## src/rtl/rca_seq16_pkg.sv

```systemverilog
// rca_seq_pkg: shared widths, slice count and FSM state encoding for the sequential adder
package rca_seq_pkg;
  localparam int WIDTH_D = 16;
  localparam int SLICE_D = 4;
  localparam int NSLICE_D = WIDTH_D / SLICE_D;
  typedef enum logic [1:0] {IDLE, RUN, DONE} state_t;
endpackage

```

## src/rtl/rca_seq16_if.sv

```systemverilog
// rca_seq16_if: operand/result handshake bundle for the sequential adder
interface rca_seq16_if #(parameter int WIDTH = rca_seq_pkg::WIDTH_D);
  logic in_valid;
  logic in_ready;
  logic [WIDTH-1:0] a;
  logic [WIDTH-1:0] b;
  logic cin;
  logic out_valid;
  logic out_ready;
  logic [WIDTH-1:0] s;
  logic cout;
  logic busy;
  modport master (output in_valid, a, b, cin, out_ready, input in_ready, out_valid, s, cout, busy);
  modport slave (input in_valid, a, b, cin, out_ready, output in_ready, out_valid, s, cout, busy);
endinterface

```

## src/rtl/rca_seq16_rca4.sv

```systemverilog
// rca4: 4-bit ripple-carry adder slice
module rca4 (
  input  logic [3:0] a,
  input  logic [3:0] b,
  input  logic       ci,
  output logic [3:0] s,
  output logic       co
);
  logic [4:0] c;
  assign c[0] = ci;
  for (genvar g = 0; g < 4; g++) begin : g_fa
    assign s[g] = a[g] ^ b[g] ^ c[g];
    assign c[g+1] = (a[g] & b[g]) | (c[g] & (a[g] ^ b[g]));
  end
  assign co = c[4];
endmodule

```

## src/rtl/rca_seq16.sv

```systemverilog
// rca_seq16: sequential adder that ripples one shared slice across the operands per cycle
module rca_seq16
  import rca_seq_pkg::*;
#(
  parameter int WIDTH = WIDTH_D,
  parameter int SLICE = SLICE_D
) (
  input logic clk,
  input logic rst,
  rca_seq16_if.slave bus
);
  localparam int NSLICE = WIDTH / SLICE;
  localparam int IW = NSLICE > 1 ? $clog2(NSLICE) : 1;
  state_t st;
  logic [WIDTH-1:0] a_reg, b_reg, s_reg;
  logic carry, cout_reg, sl_co;
  logic [IW-1:0] idx;
  logic [SLICE-1:0] sl_a, sl_b, sl_s;
  assign sl_a = a_reg[idx*SLICE +: SLICE];
  assign sl_b = b_reg[idx*SLICE +: SLICE];
  rca4 u_slice (.a(sl_a), .b(sl_b), .ci(carry), .s(sl_s), .co(sl_co));
  assign bus.in_ready = (st == IDLE) && !rst;
  assign bus.out_valid = st == DONE;
  assign bus.busy = st != IDLE;
  assign bus.s = s_reg;
  assign bus.cout = cout_reg;
  always_ff @(posedge clk) begin
    if (rst) begin
      st <= IDLE;
      idx <= '0;
      carry <= 1'b0;
      s_reg <= '0;
      cout_reg <= 1'b0;
      a_reg <= '0;
      b_reg <= '0;
    end else begin
      case (st)
        IDLE: if (bus.in_valid) begin
          a_reg <= bus.a;
          b_reg <= bus.b;
          carry <= bus.cin;
          idx <= '0;
          s_reg <= '0;
          st <= RUN;
        end
        RUN: begin
          s_reg[idx*SLICE +: SLICE] <= sl_s;
          carry <= sl_co;
          idx <= idx + 1'b1;
          if (idx == IW'(NSLICE - 1)) begin
            cout_reg <= sl_co;
            st <= DONE;
          end
        end
        DONE: if (bus.out_ready) st <= IDLE;
        default: st <= IDLE;
      endcase
    end
  end
endmodule
```

## src/flat_wrapper.sv

```systemverilog
// flat-port wrapper written by rule: the top's interface ports become plain ports
module rca_seq16_flat import rca_seq_pkg::*;
#(
  parameter int WIDTH = WIDTH_D,
  parameter int SLICE = SLICE_D
)
  (clk, rst, bus_in_valid, bus_a, bus_b, bus_cin, bus_out_ready, bus_in_ready, bus_out_valid, bus_s, bus_cout, bus_busy);
  rca_seq16_if #(.WIDTH(WIDTH)) bus_i ();
  input logic clk;
  input logic rst;
  input wire logic [$bits(bus_i.in_valid)-1:0] bus_in_valid;
  input wire logic [$bits(bus_i.a)-1:0] bus_a;
  input wire logic [$bits(bus_i.b)-1:0] bus_b;
  input wire logic [$bits(bus_i.cin)-1:0] bus_cin;
  input wire logic [$bits(bus_i.out_ready)-1:0] bus_out_ready;
  output wire logic [$bits(bus_i.in_ready)-1:0] bus_in_ready;
  output wire logic [$bits(bus_i.out_valid)-1:0] bus_out_valid;
  output wire logic [$bits(bus_i.s)-1:0] bus_s;
  output wire logic [$bits(bus_i.cout)-1:0] bus_cout;
  output wire logic [$bits(bus_i.busy)-1:0] bus_busy;
  assign bus_i.in_valid = bus_in_valid;
  assign bus_i.a = bus_a;
  assign bus_i.b = bus_b;
  assign bus_i.cin = bus_cin;
  assign bus_i.out_ready = bus_out_ready;
  assign bus_in_ready = bus_i.in_ready;
  assign bus_out_valid = bus_i.out_valid;
  assign bus_s = bus_i.s;
  assign bus_cout = bus_i.cout;
  assign bus_busy = bus_i.busy;
  rca_seq16 #(.WIDTH(WIDTH), .SLICE(SLICE)) u_core (.clk(clk), .rst(rst), .bus(bus_i));
endmodule
```

## config.mk

```make
export PLATFORM = sky130hd
export DESIGN_NAME = rca_seq16_flat
export DESIGN_NICKNAME = d
export VERILOG_FILES = /design/src/rtl/rca_seq16_pkg.sv /design/src/rtl/rca_seq16_if.sv /design/src/rtl/rca_seq16_rca4.sv /design/src/rtl/rca_seq16.sv /design/src/flat_wrapper.sv
export SDC_FILE = /design/constraint.sdc
export NUM_CORES = 1
export LEC_CHECK = 0
export ABC_CLOCK_PERIOD_IN_PS = 6400
export BUFFER_PORTS_ARGS = -buffer_cell sky130_fd_sc_hd__buf_2
export CELL_PAD_IN_SITES_DETAIL_PLACEMENT = 0
export CELL_PAD_IN_SITES_GLOBAL_PLACEMENT = 1
export CORE_ASPECT_RATIO = 0.7
export CORE_MARGIN = 1
export CORE_UTILIZATION = 30
export DETAILED_ROUTE_END_ITERATION = 8
export PLACE_DENSITY = 0.63
export REMOVE_ABC_BUFFERS = 1
export SYNTH_ARGS = -nofsm -noshare
export SYNTH_HDL_FRONTEND = slang
export SYNTH_SLANG_ARGS = --single-unit
```

## constraint.sdc

```tcl
create_clock -name clk -period 6.4 [get_ports clk]
set_input_delay 0.32 -clock clk [delete_from_list [all_inputs] [get_ports clk]]
set_output_delay 0.32 -clock clk [all_outputs]
set_load 0.1 [all_outputs]
```

==> results.tsv <==
stage	metric	value	unit
critical_path	setup.worst_path.start	u_core.idx[0]	
critical_path	regToRegEndpoint	u_core.bus.s[7]	
grt	grt_antenna_before_repair	0	
cts	cts-resized-gates	0	
timing	grt_setup_unrepaired	no	
cts	total_setup_buffers_inserted_after_cts	0	
logic_synthesis	netlist_instances	259	
floorplanning	std_cell_rows	27	
floorplanning	io-pin-count	57	
logic_synthesis	syn_avg_cell_area	9.45	um^2
cells_and_area	total_area_of_multi_input_combinational_cells	1190	um^2
cells_and_area	drive_above_1_share	0.283	
critical_path	ff2ff_path_depth	11	
cts	cts-root-buf	clkbuf_16	
logic_synthesis	mappedNetlistArea	2450	um^2
timing	clock.fmax	297	MHz
timing	worst_hold_slack	263	ps
critical_path	cp_top_delay_family	adder cells	
critical_path	worstPathCellList	mux4_2, inv_1, fa_1, inv_1, fa_1, inv_1, fa_1, inv_1, fa_1, nor2b_1, a22o_1	
critical_path	worst-endpoint-required	6580	ps
cells_and_area	layout_commonest_cell	nand2_1	
placed_design	dp_worst_setup_slack	3010	ps
critical_path	start_kind	register	
cts	clk_transition_reported_paths	70	ps
floorplanning	fp.dieW	110	um
placed_design	gp_congestion	0.759	
timing	min_period_over_period	0.526	
outcome	run_status	finished clean	
timing	slew_of_the_pin_with_the_lowest_slew_margin	1120	ps
critical_path	timing.critical_path.to	u_core.bus.s[7]	
critical_path	reg2reg_slack	3040	ps
cells_and_area	register_area	1080	um^2
routing	number_of_nets_still_failing_antenna_checks_after_routing	0	
timing	final_tns_setup	0	ps
grt	first_global_vias	1827	
power_and_ir_drop	power-per-cell-area	258	nW/um^2
floorplanning	die-height	77.6	um
cts	worst_skew_pair.late_latency	290	ps
timing	timing.final.max_slew_violations	0	
timing	clock_skew	6.23	ps
logic_synthesis	yosysSeqAreaShare	0.442	
worst_hold_path	worst_hold_path_type	in -> reg	
logic_synthesis	synth_seq_cells	54	
cts	htree_num_levels	2	
routing	vias	1901	
logic_synthesis	synth-main-ff-cell	dfxtp_1	
routing	detail_route.vias_per_cell	4.66	
cts	sinks_on_the_clock_net	54	
routing	post_drt_wl_per_cell	13.4	um
placed_design	detailed_place_hpwl	3.91	mm
floorplanning	floorplan.initialDensity	0.311	
cts	cts-buffers-inserted	5	
power_and_ir_drop	power_frac_clock	0.366	
grt	grt_remaining_overflow	0	
routing	detail_route.first_pass.iterations	4	
cells_and_area	fin_nets	351	
critical_path	cp.arrival	3550	ps
routing	drc_errors	0	
critical_path	cp_slowest_cell	dfxtp_1	
routing	routed_wirelength	5.48	mm
timing	setup_violators_final	0	
flow_run	cap_viol_max_count	0	
critical_path	critical_path_peak_fanout	15	
critical_path	cp.buffers_inverters	4	
grt	grt_pass1_wl	9.05	mm
cts	tritoncts	yes	
cells_and_area	area.growth.synth_to_final	17.7	%
cts	holdBufCountCts	0	
power_and_ir_drop	static-leakage-power	1.18	nW
logic_synthesis	netlist-cell-type-count	35	
routing	detailedRoute.firstIterationViolations	90	
cells_and_area	n_fill_cell	815	
power_and_ir_drop	internal-power	0.000548	W
timing	finalCriticalPeriod	3360	ps
timing	timing.final.hold_violations	0	
cts	clk_path_buf_depth	2	
critical_path	crit_path_end_kind	register	
power_and_ir_drop	share_comb_of_total_power	0.143	
grt	gr-usage-all-layers	0.137	
critical_path	crit_path_max_incr_delay	830	ps
cells_and_area	num_antenna_cells	0	
floorplanning	coreArea	7870	um^2
power_and_ir_drop	vdd_ir_drop_max	0.107	mV
floorplanning	dieArea	8530	um^2
critical_path	critical_path_depth_in_cells	11	
placed_design	numPortBuffers	56	
logic_synthesis	synth_enable_flop_cells	0	
timing	max-slew-margin-rel	0.255	
critical_path	setup.worst_path.class	reg -> reg	
logic_synthesis	yosys_warnings	0	
power_and_ir_drop	swShare	0.262	
power_and_ir_drop	net_load_switching_power	0.000195	W
grt	grt_start_max_net_pins	49	
logic_synthesis	ys_async_sr_fraction	0	
cells_and_area	most-common-layout-cells	nand2_1 (66), buf_2 (56), dfxtp_1 (54)	
critical_path	r2r_start	u_core.idx[0]	
timing	setup_slack	3040	ps
power_and_ir_drop	p_seq_frac	0.491	
## logic make-up after synthesis
| group | Yosys count | share of synthesized area |
|---|---|---|
| and+or+nand+nor | 95 | 0.176 |
| DFF | 54 | 0.442 |
| buffers and inverters | 29 | 0.0711 |
| muxes | 13 | 0.0992 |
| AOI/OAI and AO/OA | 60 | 0.158 |
| adders and majority gates | 8 | 0.0532 |
## worst register-to-register path: cells and delay by family (launching register included)
family                     cells  cell delay, ps
DFF                            1             830
and+or+nand+nor                1             180
AOI/OAI and AO/OA              1             240
muxes                          1             600
buffers and inverters          4             280
adders and majority gates      4            1130
## how the worst min path moves through the flow
stage	from	endpoint	slack, ps	cells past startpoint
6_report	bus_a[4]	u_core.a_reg[4]	260	3
5_1_grt	bus_a[12]	u_core.a_reg[12]	270	3
4_1_cts	bus_b[8]	u_core.b_reg[8]	260	3
3_5_place_dp	u_core.b_reg[11]	u_core.b_reg[11]	440	2
3_3_place_gp	u_core.b_reg[11]	u_core.b_reg[11]	440	2
2_1_floorplan	rst	u_core.a_reg[2]	380	1
## power groups by stage
| stage | registers, W | clock network [W] | logic (W) |
|---|---|---|---|
| finish | 0.000365 | 0.000272 | 0.000106 |
| global route | 0.000367 | 0.000293 | 0.000117 |
| CTS | 0.000365 | 0.000281 | 0.000107 |
| detailed placement | 0.000373 | 0 | 0.000107 |
| global placement | 0.000373 | 0 | 0.000106 |
| floorplan | 0.000377 | 0 | 0.0000631 |
## final cells by class
| type | instances | share of cell area |
|---|---|---|
| clock buffers | 7 | 0.0495 |
| multi-input cells | 176 | 0.414 |
| clock inverters | 1 | 0.00174 |
| inverters | 12 | 0.0156 |
| repair buffers | 57 | 0.0999 |
| well taps | 101 | 0.0439 |
| flip-flops and latches | 54 | 0.375 |
## metal layers
layer | vias up | part of all wire | track usage
li1 | 977 | - | -
met1 | 871 | 0.54 | 0.200
met2 | 48 | 0.40 | 0.197
met3 | 5 | 0.047 | 0.0370
met4 | 0 | 0.0066 | 0.0360
met5 | - | 0 | 0
## cell usage after synthesis, types with 3 or more instances
cell type   n  area share
a21oi_1    36       0.074
mux4_2      8       0.074
dfxtp_1    54        0.44
buf_2       4      0.0082
fa_1        4       0.033
ha_1        4       0.020
clkbuf_1    4      0.0061
buf_6       7       0.032
inv_1      12       0.018
a22o_1     14       0.050
nor2b_1     3      0.0077
nor2_1     10       0.015
nand2_1    66        0.10
a21oi_2     5       0.018
## metrics by stage
stage / utilization / cell area [um^2] / power [W] / instances
2_1_floorplan: - / 2320 / 0.000440 / 242
3_3_place_gp: 0.347 / 2730 / 0.000479 / 400
3_5_place_dp: 0.347 / 2730 / 0.000479 / 400
4_1_cts: 0.366 / 2880 / 0.000753 / 408
5_1_grt: 0.366 / 2880 / 0.000777 / 408
6_report: 0.366 / 2880 / 0.000743 / 408
Power figures use the tool's default switching activity.
